--- src/rtl/mm_packet_loader_if.sv ---
// Host byte stream plus NeuralNetwork write bus for mm_packet_loader.
// The master modport is the loader's view; slave is the host/NeuralNetwork side.
interface mm_packet_loader_if #(
  parameter int MM_DEPTH = 17,
  parameter int MM_SIZE  = 16
);
  logic                in_valid;
  logic [7:0]          in_data;
  logic                in_ready;
  logic                busy;
  logic                write_enable;
  logic [MM_DEPTH-1:0] write_addr;
  logic [MM_SIZE-1:0]  write_data;
  logic [15:0]         frame_count;
  logic                err_flag;

  modport master (
    input  in_valid, in_data, busy,
    output in_ready, write_enable, write_addr, write_data, frame_count, err_flag
  );

  modport slave (
    output in_valid, in_data, busy,
    input  in_ready, write_enable, write_addr, write_data, frame_count, err_flag
  );
endinterface

--- src/rtl/mm_packet_loader.sv ---
// Byte-serial frame loader: A5 sync, 3 address bytes, 2 data bytes -> one write strobe.
// Optional checksum byte (XOR of address and data bytes) enabled by LOADER_CHECKSUM_EN.
module mm_packet_loader #(
  parameter int MM_DEPTH       = 17,
  parameter int MM_SIZE        = 16,
  parameter int TIMEOUT_CYCLES = 1024
) (
  input  logic                clk,
  input  logic                reset,
  mm_packet_loader_if.master  bus
);

  localparam int CNT_W = $clog2(TIMEOUT_CYCLES + 1);
  localparam logic [7:0] SYNC_BYTE = 8'hA5;

`ifdef LOADER_CHECKSUM_EN
  typedef enum logic [2:0] {S_IDLE, S_ADDR, S_DATA, S_CHK, S_ISSUE} state_t;
`else
  typedef enum logic [2:0] {S_IDLE, S_ADDR, S_DATA, S_ISSUE} state_t;
`endif

  state_t              state;
  state_t              state_next;
  logic [1:0]          byte_idx;
  logic [CNT_W-1:0]    idle_cnt;
  logic [23:0]         addr_shift;
  logic [15:0]         data_shift;
  logic [MM_DEPTH-1:0] addr_hold;
  logic [MM_SIZE-1:0]  data_hold;
  logic [15:0]         frame_cnt;
  logic                err_q;
  logic                ready_state;
  logic                accept;
  logic                collecting;
  logic                timeout_hit;
  logic                frame_error;
  logic                write_strobe;
`ifdef LOADER_CHECKSUM_EN
  logic [7:0]          chk_acc;
`endif

  // ready depends on state only, so the handshake never loops back through next-state logic
  assign ready_state = (state != S_ISSUE);
  assign accept      = bus.in_valid && ready_state;

  always_ff @(posedge clk or posedge reset) begin
    if (reset) begin
      state <= S_IDLE;
    end else begin
      state <= state_next;
    end
  end

  always_comb begin
    state_next   = state;
    collecting   = 1'b0;
    timeout_hit  = 1'b0;
    frame_error  = 1'b0;
    write_strobe = 1'b0;

    case (state)
      S_ADDR:  collecting = 1'b1;
      S_DATA:  collecting = 1'b1;
`ifdef LOADER_CHECKSUM_EN
      S_CHK:   collecting = 1'b1;
`endif
      default: collecting = 1'b0;
    endcase

    timeout_hit = collecting && !accept && (idle_cnt == CNT_W'(TIMEOUT_CYCLES - 1));

    case (state)
      S_IDLE: begin
        if (accept && (bus.in_data == SYNC_BYTE)) begin
          state_next = S_ADDR;
        end
      end
      S_ADDR: begin
        if (timeout_hit) begin
          state_next  = S_IDLE;
          frame_error = 1'b1;
        end else if (accept && (byte_idx == 2'd2)) begin
          state_next = S_DATA;
        end
      end
      S_DATA: begin
        if (timeout_hit) begin
          state_next  = S_IDLE;
          frame_error = 1'b1;
        end else if (accept && (byte_idx == 2'd1)) begin
`ifdef LOADER_CHECKSUM_EN
          state_next = S_CHK;
`else
          state_next = S_ISSUE;
`endif
        end
      end
`ifdef LOADER_CHECKSUM_EN
      S_CHK: begin
        if (timeout_hit) begin
          state_next  = S_IDLE;
          frame_error = 1'b1;
        end else if (accept) begin
          if (bus.in_data == chk_acc) begin
            state_next = S_ISSUE;
          end else begin
            state_next  = S_IDLE;
            frame_error = 1'b1;
          end
        end
      end
`endif
      S_ISSUE: begin
        if (!bus.busy) begin
          write_strobe = 1'b1;
          state_next   = S_IDLE;
        end
      end
      default: state_next = S_IDLE;
    endcase
  end

  // Byte position restarts on every state change; the idle counter restarts on any transfer.
  always_ff @(posedge clk or posedge reset) begin
    if (reset) begin
      byte_idx <= '0;
      idle_cnt <= '0;
    end else begin
      if (state_next != state) begin
        byte_idx <= '0;
      end else if (accept) begin
        byte_idx <= byte_idx + 2'd1;
      end

      if (collecting && !accept && (state_next == state)) begin
        idle_cnt <= idle_cnt + CNT_W'(1);
      end else begin
        idle_cnt <= '0;
      end
    end
  end

  always_ff @(posedge clk or posedge reset) begin
    if (reset) begin
      addr_shift <= '0;
      data_shift <= '0;
    end else begin
      if (accept && (state == S_ADDR)) begin
        addr_shift <= {addr_shift[15:0], bus.in_data};
      end
      if (accept && (state == S_DATA)) begin
        data_shift <= {data_shift[7:0], bus.in_data};
      end
    end
  end

`ifdef LOADER_CHECKSUM_EN
  always_ff @(posedge clk or posedge reset) begin
    if (reset) begin
      chk_acc <= '0;
    end else if (accept && (state == S_IDLE)) begin
      chk_acc <= '0;
    end else if (accept && ((state == S_ADDR) || (state == S_DATA))) begin
      chk_acc <= chk_acc ^ bus.in_data;
    end
  end
`endif

  // The held copies only move on a strobe, so the bus shows the last issued write in between.
  always_ff @(posedge clk or posedge reset) begin
    if (reset) begin
      addr_hold <= '0;
      data_hold <= '0;
      frame_cnt <= '0;
      err_q     <= 1'b0;
    end else begin
      if (write_strobe) begin
        addr_hold <= addr_shift[MM_DEPTH-1:0];
        data_hold <= MM_SIZE'(data_shift);
        frame_cnt <= frame_cnt + 16'd1;
      end
      if (frame_error) begin
        err_q <= 1'b1;
      end
    end
  end

  assign bus.in_ready     = ready_state && !reset;
  assign bus.write_enable = write_strobe;
  assign bus.write_addr   = write_strobe ? addr_shift[MM_DEPTH-1:0] : addr_hold;
  assign bus.write_data   = write_strobe ? MM_SIZE'(data_shift) : data_hold;
  assign bus.frame_count  = frame_cnt;
  assign bus.err_flag     = err_q;

endmodule
--- src/flat_wrapper.sv ---
// flat-port wrapper written by rule: the top's interface ports become plain ports
module mm_packet_loader_flat 
#(
  parameter int MM_DEPTH       = 17,
  parameter int MM_SIZE        = 16,
  parameter int TIMEOUT_CYCLES = 1024
)
  (clk, reset, bus_in_valid, bus_in_data, bus_busy, bus_in_ready, bus_write_enable, bus_write_addr, bus_write_data, bus_frame_count, bus_err_flag);
  mm_packet_loader_if #(.MM_DEPTH(MM_DEPTH), .MM_SIZE(MM_SIZE)) bus_i ();
  input  logic clk;
  input  logic reset;
  input wire logic [$bits(bus_i.in_valid)-1:0] bus_in_valid;
  input wire logic [$bits(bus_i.in_data)-1:0] bus_in_data;
  input wire logic [$bits(bus_i.busy)-1:0] bus_busy;
  output wire logic [$bits(bus_i.in_ready)-1:0] bus_in_ready;
  output wire logic [$bits(bus_i.write_enable)-1:0] bus_write_enable;
  output wire logic [$bits(bus_i.write_addr)-1:0] bus_write_addr;
  output wire logic [$bits(bus_i.write_data)-1:0] bus_write_data;
  output wire logic [$bits(bus_i.frame_count)-1:0] bus_frame_count;
  output wire logic [$bits(bus_i.err_flag)-1:0] bus_err_flag;
  assign bus_i.in_valid = bus_in_valid;
  assign bus_i.in_data = bus_in_data;
  assign bus_i.busy = bus_busy;
  assign bus_in_ready = bus_i.in_ready;
  assign bus_write_enable = bus_i.write_enable;
  assign bus_write_addr = bus_i.write_addr;
  assign bus_write_data = bus_i.write_data;
  assign bus_frame_count = bus_i.frame_count;
  assign bus_err_flag = bus_i.err_flag;
  mm_packet_loader #(.MM_DEPTH(MM_DEPTH), .MM_SIZE(MM_SIZE), .TIMEOUT_CYCLES(TIMEOUT_CYCLES)) u_core (.clk(clk), .reset(reset), .bus(bus_i));
endmodule
--- config.mk ---
export PLATFORM = sky130hd
export DESIGN_NAME = mm_packet_loader_flat
export DESIGN_NICKNAME = d
export VERILOG_FILES = /design/src/rtl/mm_packet_loader_if.sv /design/src/rtl/mm_packet_loader.sv /design/src/flat_wrapper.sv
export SDC_FILE = /design/constraint.sdc
export NUM_CORES = 1
export LEC_CHECK = 0
export CORE_MARGIN = 1
export CORE_UTILIZATION = 45
export DETAILED_ROUTE_END_ITERATION = 10
export GPL_ROUTABILITY_DRIVEN = 0
export PLACE_DENSITY_LB_ADDON = 0.1
export SETUP_SLACK_MARGIN = 0.02
export SLEW_MARGIN = 20
export SYNTH_ARGS = -nofsm -noshare
export SYNTH_HDL_FRONTEND = slang
export SYNTH_SLANG_ARGS = --single-unit
--- constraint.sdc ---
create_clock -name clk -period 9.95 [get_ports clk]
set_input_delay 1.99 -clock clk [delete_from_list [all_inputs] [get_ports clk]]
set_output_delay 1.99 -clock clk [all_outputs]
set_load 0.02 [all_outputs]
# ---- Word level (Yosys, flattened, before mapping)
# Cells that the tools add are included.
dict set report totals {
  wordCells 54
  register_bits 99
  out_inout_bits 52
  input_bits 12
}
dict set report classes {
  addsub 3
  n_reduce_logical 15
  eq_ne 10
  mux 17
}
# operator n
set op_table {}
lappend op_table {{$mux 3} 6}
lappend op_table {{$mux 17} 1}
lappend op_table {{$add 16x1->16 const B} 1}
lappend op_table {{$mux 16} 1}
lappend op_table {{$pmux 3 s4} 1}
lappend op_table {{$add 11x1->11 const B} 1}
lappend op_table {{$eq 11x10->1 const B} 1}
lappend op_table {{$mux 11} 1}
lappend op_table {{$logic_and 1x1->1} 10}
lappend op_table {{$eq 8x8->1 const B} 1}
lappend op_table {{$eq 3x2->1 const B} 2}
lappend op_table {{$mux 1} 5}
lappend op_table {{$mux 2} 2}
lappend op_table {{$eq 3x1->1 const B} 1}
lappend op_table {{$eq 3x3->1} 1}
lappend op_table {{$logic_not 3->1} 1}
lappend op_table {{$ne 3x2->1 const B} 1}
lappend op_table {{$ne 3x3->1} 1}
lappend op_table {{$add 2x1->2 const B} 1}
lappend op_table {{$eq 2x1->1 const B} 1}
lappend op_table {{$eq 2x2->1 const B} 1}
lappend op_table {{$logic_not 1->1} 2}
lappend op_table {{$reduce_bool 2->1} 1}
lappend op_table {{$reduce_or 2->1} 1}

# ---- Logic depth before layout (Yosys ltp)
# Gate-level depths: netlist (run 1).
dict set report logic_depth {
  depth_word 10
  depth_mapped 7
  ltp_nobuf 7
}

# ---- Worst setup path after synthesis (run 1)
# No wires, ideal clock.
dict set report synth_timing {
  path_kind {input-to-output}
  startpoint {input reset}
  endpoint {output bus_in_ready}
  arrival_ns 4.497
  path_buffers 0
  path_stages 2
  slack_ns 3.463
  cell_sequence {inv_1 > and2_1}
}
dict set report synth_between {
  elab_chain_cells 2
}
# item line
set synth_lines {}
lappend synth_lines {{start, declared} flat_wrapper.sv:11} ;# input logic reset;
lappend synth_lines {{$logic_not 1->1 (no source line)} --}
lappend synth_lines {{$logic_and 1x1->1} mm_packet_loader.sv:188} ;# assign bus.in_ready = ready_state && !reset;
lappend synth_lines {{end, declared} flat_wrapper.sv:15} ;# output wire logic [$bits(bus_i.in_ready)-1:0] bus_in_ready;
# No other way between the ends.

# ---- Worst setup path after layout (run 1)
dict set report layout_timing {
  startpoint {input bus_busy}
  endpoint {output bus_write_data[3]}
}
dict set report layout_between {
  elab_chain_cells 3
}
# item line
set layout_lines {}
lappend layout_lines {{start, declared} flat_wrapper.sv:14} ;# input wire logic [$bits(bus_i.busy)-1:0] bus_busy;
lappend layout_lines {{$mux 1} mm_packet_loader.sv:114} ;# if (!bus.busy) begin
lappend layout_lines {{$mux 1} mm_packet_loader.sv:72} ;# case (state)
lappend layout_lines {{$mux 16} mm_packet_loader.sv:191} ;# assign bus.write_data = write_strobe ? MM_SIZE'(data_shift) : data_hold;
lappend layout_lines {{end, declared} flat_wrapper.sv:18} ;# output wire logic [$bits(bus_i.write_data)-1:0] bus_write_data;
# No other way between the ends.

==> impl_metrics.toml, run 1 <==
[clock_network]
numCtsBuffers = 9
cts.sinks = 99
cts_setup_buffers = 0
cts_buffer_depth = 2
post_cts_resized = 0
hold_buffers = 0
clk_latency_ns = 0.37
cts_root_buffer = "clkbuf_8"
path_clk_slew_ns = 0.10
ctsHtreeMaxLevel = 3
cts_tree = "yes"

[timing]
finalHoldViolations = 0
finalSetupViolations = 0
drv_slew = 0
period_needed_ns = 6.23
finalCritPeriodShare_pct = 62.6
maxSlewHeadroom_pct = 43.4
max_clock_freq_mhz = 160
rsz0062_at_grt = "no"
skew_ns = 0.00962
worst_pin_slew_ns = 0.848
setup_tns_ns = 0

[worst_hold_path]
hp-class = "reg -> reg"
whs_path_depth = 1

[setup_path]
critical_path_arrival_ns = 4.24
r2r_slack_ns = 7.59
critPathRequiredTime_ns = 7.96
r2r_cells = 5
critPathKind = "in -> out"
critPathCaptureType = "primary output"
critPathLaunchType = "input pin"
cp_max_fo = 41

[global_routing]
grt_max_degree = 52
grt_pass1_vias = 2548
grt.overflow.total = 0
antenna_found_initial = 0
grt_use_total_pct = 16.6
grt_pass1_wl_um = 12400

[yosys]
ys.flop_type = "dfrtp_1"
netlist_area_um2 = 4080
synth_fp_nets = 313
ys_top_cells_by_area = "dfrtp_1 (61%), mux2_2 (18%), xnor2_1 (3.2%), xor2_1 (2.4%), nor2_1 (1.7%)"
synth_top_cell_area_share_pct = 60.8
ys_seq_area_share_pct = 60.8
async_flop_share_pct = 100
synthMostInstantiatedCell = "dfrtp_1"
yosysTopAreaCell = "dfrtp_1"
synthTopCellsByCount = "dfrtp_1 (99), mux2_2 (66), nor2_1 (18)"
yosysUniqueCellTypes = 38
netlist_instances = 297
ys.warnings.count = 0
postSynthAreaPerCell_um2 = 13.7
synth-seq-cells = 99
synth_edf_count = 0

[pwr]
power_uw = 728
ir_drop_mv = 0.0589
power.leakage_uw = 0.00229
power.density_nw_per_um2 = 145

[routing]
first_pass_iters = 4
drc = 0
first_iter_violations = 53
avgRoutedWirePerCell_um = 14.9
viasPerCell = 5.15
wirelength_um = 7090
postRouteAntennaNets = 0
vias = 2453

[outcome]
run_status = "finished, final reports clean"

[layout]
areaGrowthSynthToFinish_pct = 23.4
regArea_um2 = 2480
nNetsFinal = 379
fillers = 754
drive_above_1_share_pct = 24.7
antenna_cells = 0
multi_input_area_um2 = 1520

[die]
dieArea_um2 = 9440
fp.dieH_um = 97.2
coreArea_um2 = 8760
die_width_um = 97.2
rows = 34
ios = 64
start_util_pct = 46.5

[placed_design]
port_buffers = 63
hpwlAfterDp_um = 4800

[flow_run]
cap_violations = 0
-- registers in the layout (all words and copies together) (netlist names) --
signal	flops
u_core.idle_cnt	11
u_core.addr_hold	17
u_core.byte_idx	2
u_core.state	3
u_core.data_hold	16
u_core.data_shift	16
u_core.addr_shift	17
u_core.bus.frame_count	16
u_core.bus.err_flag	1
-- report_power, final --
part / switching, µW / total, µW / internal, µW
Combinational: 16.8 / 32.6 / 15.8
Sequential: 8.56 / 422 / 414
Clock: 150 / 273 / 124
Total: 175 / 728 / 553
-- final timing paths --
check | from | end
max | bus_busy | bus_write_data[3]
min | u_core.idle_cnt[0] | u_core.idle_cnt[0]
max reg2reg | u_core.state[0] | u_core.bus.frame_count[15]
min reg2reg | u_core.idle_cnt[0] | u_core.idle_cnt[0]
max in group asynchronous | reset | u_core.idle_cnt[10]
min in group asynchronous | reset | u_core.bus.frame_count[5]
-- cell type report --
| cell class | count | area share [%] |
|---|---|---|
| tap | 108 | 2.69 |
| sequential | 99 | 49.2 |
| multi-input combinational | 180 | 30.3 |
| timing repair buffer | 65 | 12.8 |
| clock inverter | 7 | 1.87 |
| inverter | 8 | 0.647 |
| clock buffer | 9 | 2.46 |
-- cells by family after synthesis --
logic type,Yosys count,synth area share [%]
buf+inv,18,1.96
compound gates,13,2.67
xor+xnor,26,5.59
mux,67,18.5
other cells,1,0.0920
flops,99,60.8
simple gates,69,9.18
fa+ha+maj,4,1.23
-- stage by stage --
| step | util [%] | hold WS (ns) | setup slack (ns) | instances | instance area, µm² |
|---|---|---|---|---|---|
| 2_1_floorplan | - | 0.431 | 3.46 | 297 | 4080 |
| 3_3_place_gp | 54.9 | 0.448 | 3.42 | 460 | 4810 |
| 3_5_place_dp | 54.9 | 0.460 | 3.40 | 460 | 4810 |
| 4_1_cts | 57.4 | 0.479 | 3.39 | 476 | 5030 |
| 5_1_grt | 57.4 | 0.507 | 3.62 | 476 | 5030 |
| 6_report | 57.4 | 0.469 | 3.72 | 476 | 5030 |
-- metal layers --
metal | GRT usage, % | part of all wire (%) | routed length, µm | vias to the layer above
met4 | 6.54 | 1.5 | 104 | 0
li1 | - | - | - | 1161
met1 | 21.4 | 46 | 3270 | 1233
met5 | 0 | 0 | 0 | -
met2 | 26.3 | 48 | 3410 | 49
met3 | 4.89 | 4.4 | 313 | 10
-- cells in the final DEF (no fill, tap or decap), types with 2 or more instances in the layout --
cell,instances
dfrtp_1,99
mux2_2,66
clkdlybuf4s50_1,63
nor2_1,18
xnor2_1,15
xor2_1,11
nand2_1,10
clkbuf_8,9
nand4_1,8
nand3_1,8
inv_1,7
nand2b_1,4
ha_1,4
and4_1,3
or3_1,3
nor3_1,3
and3_1,2
and2_1,2
o21ai_1,2
o21ai_0,2
nand3b_1,2
a21oi_1,2
inv_6,2
inv_8,2
buf_4,2
-- critical path, cell delays in order --
cell and delay, ns:
clkdlybuf4s50_1 0.49, and4bb_4 0.76, mux2_2 0.42, clkdlybuf4s50_1 0.54
(Power assumes the default switching activity.)
==> run 2, diff against run 1 <==
==> constraint.sdc (replaced) <==
create_clock -name clk -period 5.7 [get_ports clk]
set_input_delay 1.14 -clock clk [delete_from_list [all_inputs] [get_ports clk]]
set_output_delay 1.14 -clock clk [all_outputs]
set_load 0.02 [all_outputs]
==> run 2 against run 1 <==
Effect of this change: core utilization is 0.33 points lower; sequential power grew 74%; critical path depth grew 1; register-to-register slack worse by 4.3 ns; die area unchanged; highest routed layer unchanged; largest cell class unchanged; first-iteration DRC count grew 7.5%; setup slack lost 2.6 ns; largest power group unchanged.
==> impl_metrics.toml, run 2 (synthesis results as in run 1) <==
[clock_network]
ctsHtreeMaxLevel = 3
cts_tree = "yes"
cts_setup_buffers = 0
hold_buffers = 0
clk_latency_ns = 0.36
cts_root_buffer = "clkbuf_8"
post_cts_resized = 0
path_clk_slew_ns = 0.09
numCtsBuffers = 9
cts.sinks = 99
cts_buffer_depth = 2

[layout]
antenna_cells = 0
finalNonFillerCells = 477
layout_common_cells = "dfrtp_1 (99), mux2_2 (66), clkdlybuf4s50_1 (63), nor2_1 (18), xnor2_1 (15)"
layout_commonest_cell = "dfrtp_1"
areaGrowthSynthToFinish_pct = 22.7
nNetsFinal = 380
reg_top3 = "u_core.addr_hold (17), u_core.addr_shift (17)"
drive_above_1_share_pct = 24.7

[timing]
finalSetupViolations = 0
finalHoldViolations = 0
rsz0062_at_grt = "no"
skew_ns = 0.0154
drv_slew = 0
period_needed_ns = 4.56
max_clock_freq_mhz = 219
maxSlewHeadroom_pct = 45.0
worst_pin_slew_ns = 0.824
finalCritPeriodShare_pct = 80.0
setup_tns_ns = 0

[die]
coreArea_um2 = 8760
fp.dieH_um = 97.2
dieArea_um2 = 9440
rows = 34
start_util_pct = 46.5
die_width_um = 97.2
ios = 64

[routing]
postRouteAntennaNets = 0
wirelength_um = 7050
vias = 2462
drc = 0
first_pass_iters = 4
first_iter_violations = 57
viasPerCell = 5.16
avgRoutedWirePerCell_um = 14.8

[setup_path]
r2r_slack_ns = 3.28
crit_start = "bus_busy"
critical_path_arrival_ns = 3.42
critPathCaptureType = "primary output"
crit_slowest_cell = "clkdlybuf4s50_1"
r2r_cells = 6
reg2reg_from = "u_core.state[0]"
crit_end = "bus_write_addr[4]"
r2r-end = "u_core.bus.frame_count[13]"
crit_chain = "clkdlybuf4s50_1, and4bb_2, buf_4, mux2_2, clkdlybuf4s50_1"
cp_max_fo = 39
slowest_delay_ns = 0.54
critPathKind = "in -> out"
critPathLaunchType = "input pin"
crit_path_frequent_cell = "clkdlybuf4s50_1"
critPathRequiredTime_ns = 4.56

[global_routing]
grt_pass1_vias = 2436
grt.overflow.total = 0
antenna_found_initial = 0
grt_pass1_wl_um = 12100
grt_max_degree = 53
grt_use_total_pct = 16.2

[placed_design]
dpl.cell_count = 461
hpwlAfterDp_um = 4830
port_buffers = 63

[flow_run]
cap_violations = 0

[outcome]
run_status = "finished, final reports clean"

[worst_hold_path]
hp-class = "reg -> reg"
hp-start = "u_core.idle_cnt[0]"

[pwr]
power.leakage_uw = 0.00228
power_uw = 1220
ir_drop_mv = 0.143
power.density_nw_per_um2 = 243
-- run 2: power by group --
| part | switching (µW) | internal [µW] | total (µW) |
|---|---|---|---|
| clock | 247 | 177 | 424 |
| combinational | 29.1 | 27.5 | 56.5 |
| sequential | 14.3 | 722 | 736 |
| total | 290 | 927 | 1220 |
-- run 2: cell type report --
cell class / instances / area [µm²]
clock inverter: 5 / 43.8
clock buffer: 11 / 141
fill: 755 / 3760
sequential: 99 / 2480
multi-input combinational: 180 / 1520
inverter: 8 / 32.5
timing repair buffer: 66 / 653
tap: 108 / 135
-- run 2: metrics by stage --
stage               utilization (%)  setup slack, ns  area (µm²)  hold WS (ns)
floorplan                         -            0.913        4080         0.431
global placement               55.0             1.16        4820         0.450
detailed placement             55.0             1.13        4820         0.452
CTS                            57.1             1.12        5000         0.464
global route                   57.1             1.03        5000         0.497
finish                         57.1             1.14        5000         0.462
-- run 2: metal layers --
| metal | routed length (µm) | vias to the layer above | global-route usage, % |
|---|---|---|---|
| met4 | 104 | 0 | 6.20 |
| met5 | 0 | - | 0 |
| met2 | 3340 | 48 | 24.7 |
| li1 | - | 1162 | - |
| met3 | 282 | 11 | 4.89 |
| met1 | 3320 | 1241 | 21.9 |
-- run 2: worst max-delay path: cells and delay by family --
| family | cells | cell delay (ns) |
|---|---|---|
| buffers and inverters | 3 | 1.46 |
| multiplexers | 1 | 0.42 |
| AND/OR/NAND/NOR | 1 | 0.37 |
-- run 2: worst min-delay path by stage --
stage                          to  slack [ns]  depth (start not counted)
2_1_floorplan  u_core.idle_cnt[0]        0.43                          1
3_3_place_gp   u_core.idle_cnt[0]        0.45                          1
3_5_place_dp   u_core.idle_cnt[0]        0.45                          1
4_1_cts        u_core.idle_cnt[0]        0.46                          1
5_1_grt        u_core.idle_cnt[0]        0.50                          1
6_report       u_core.idle_cnt[0]        0.46                          1
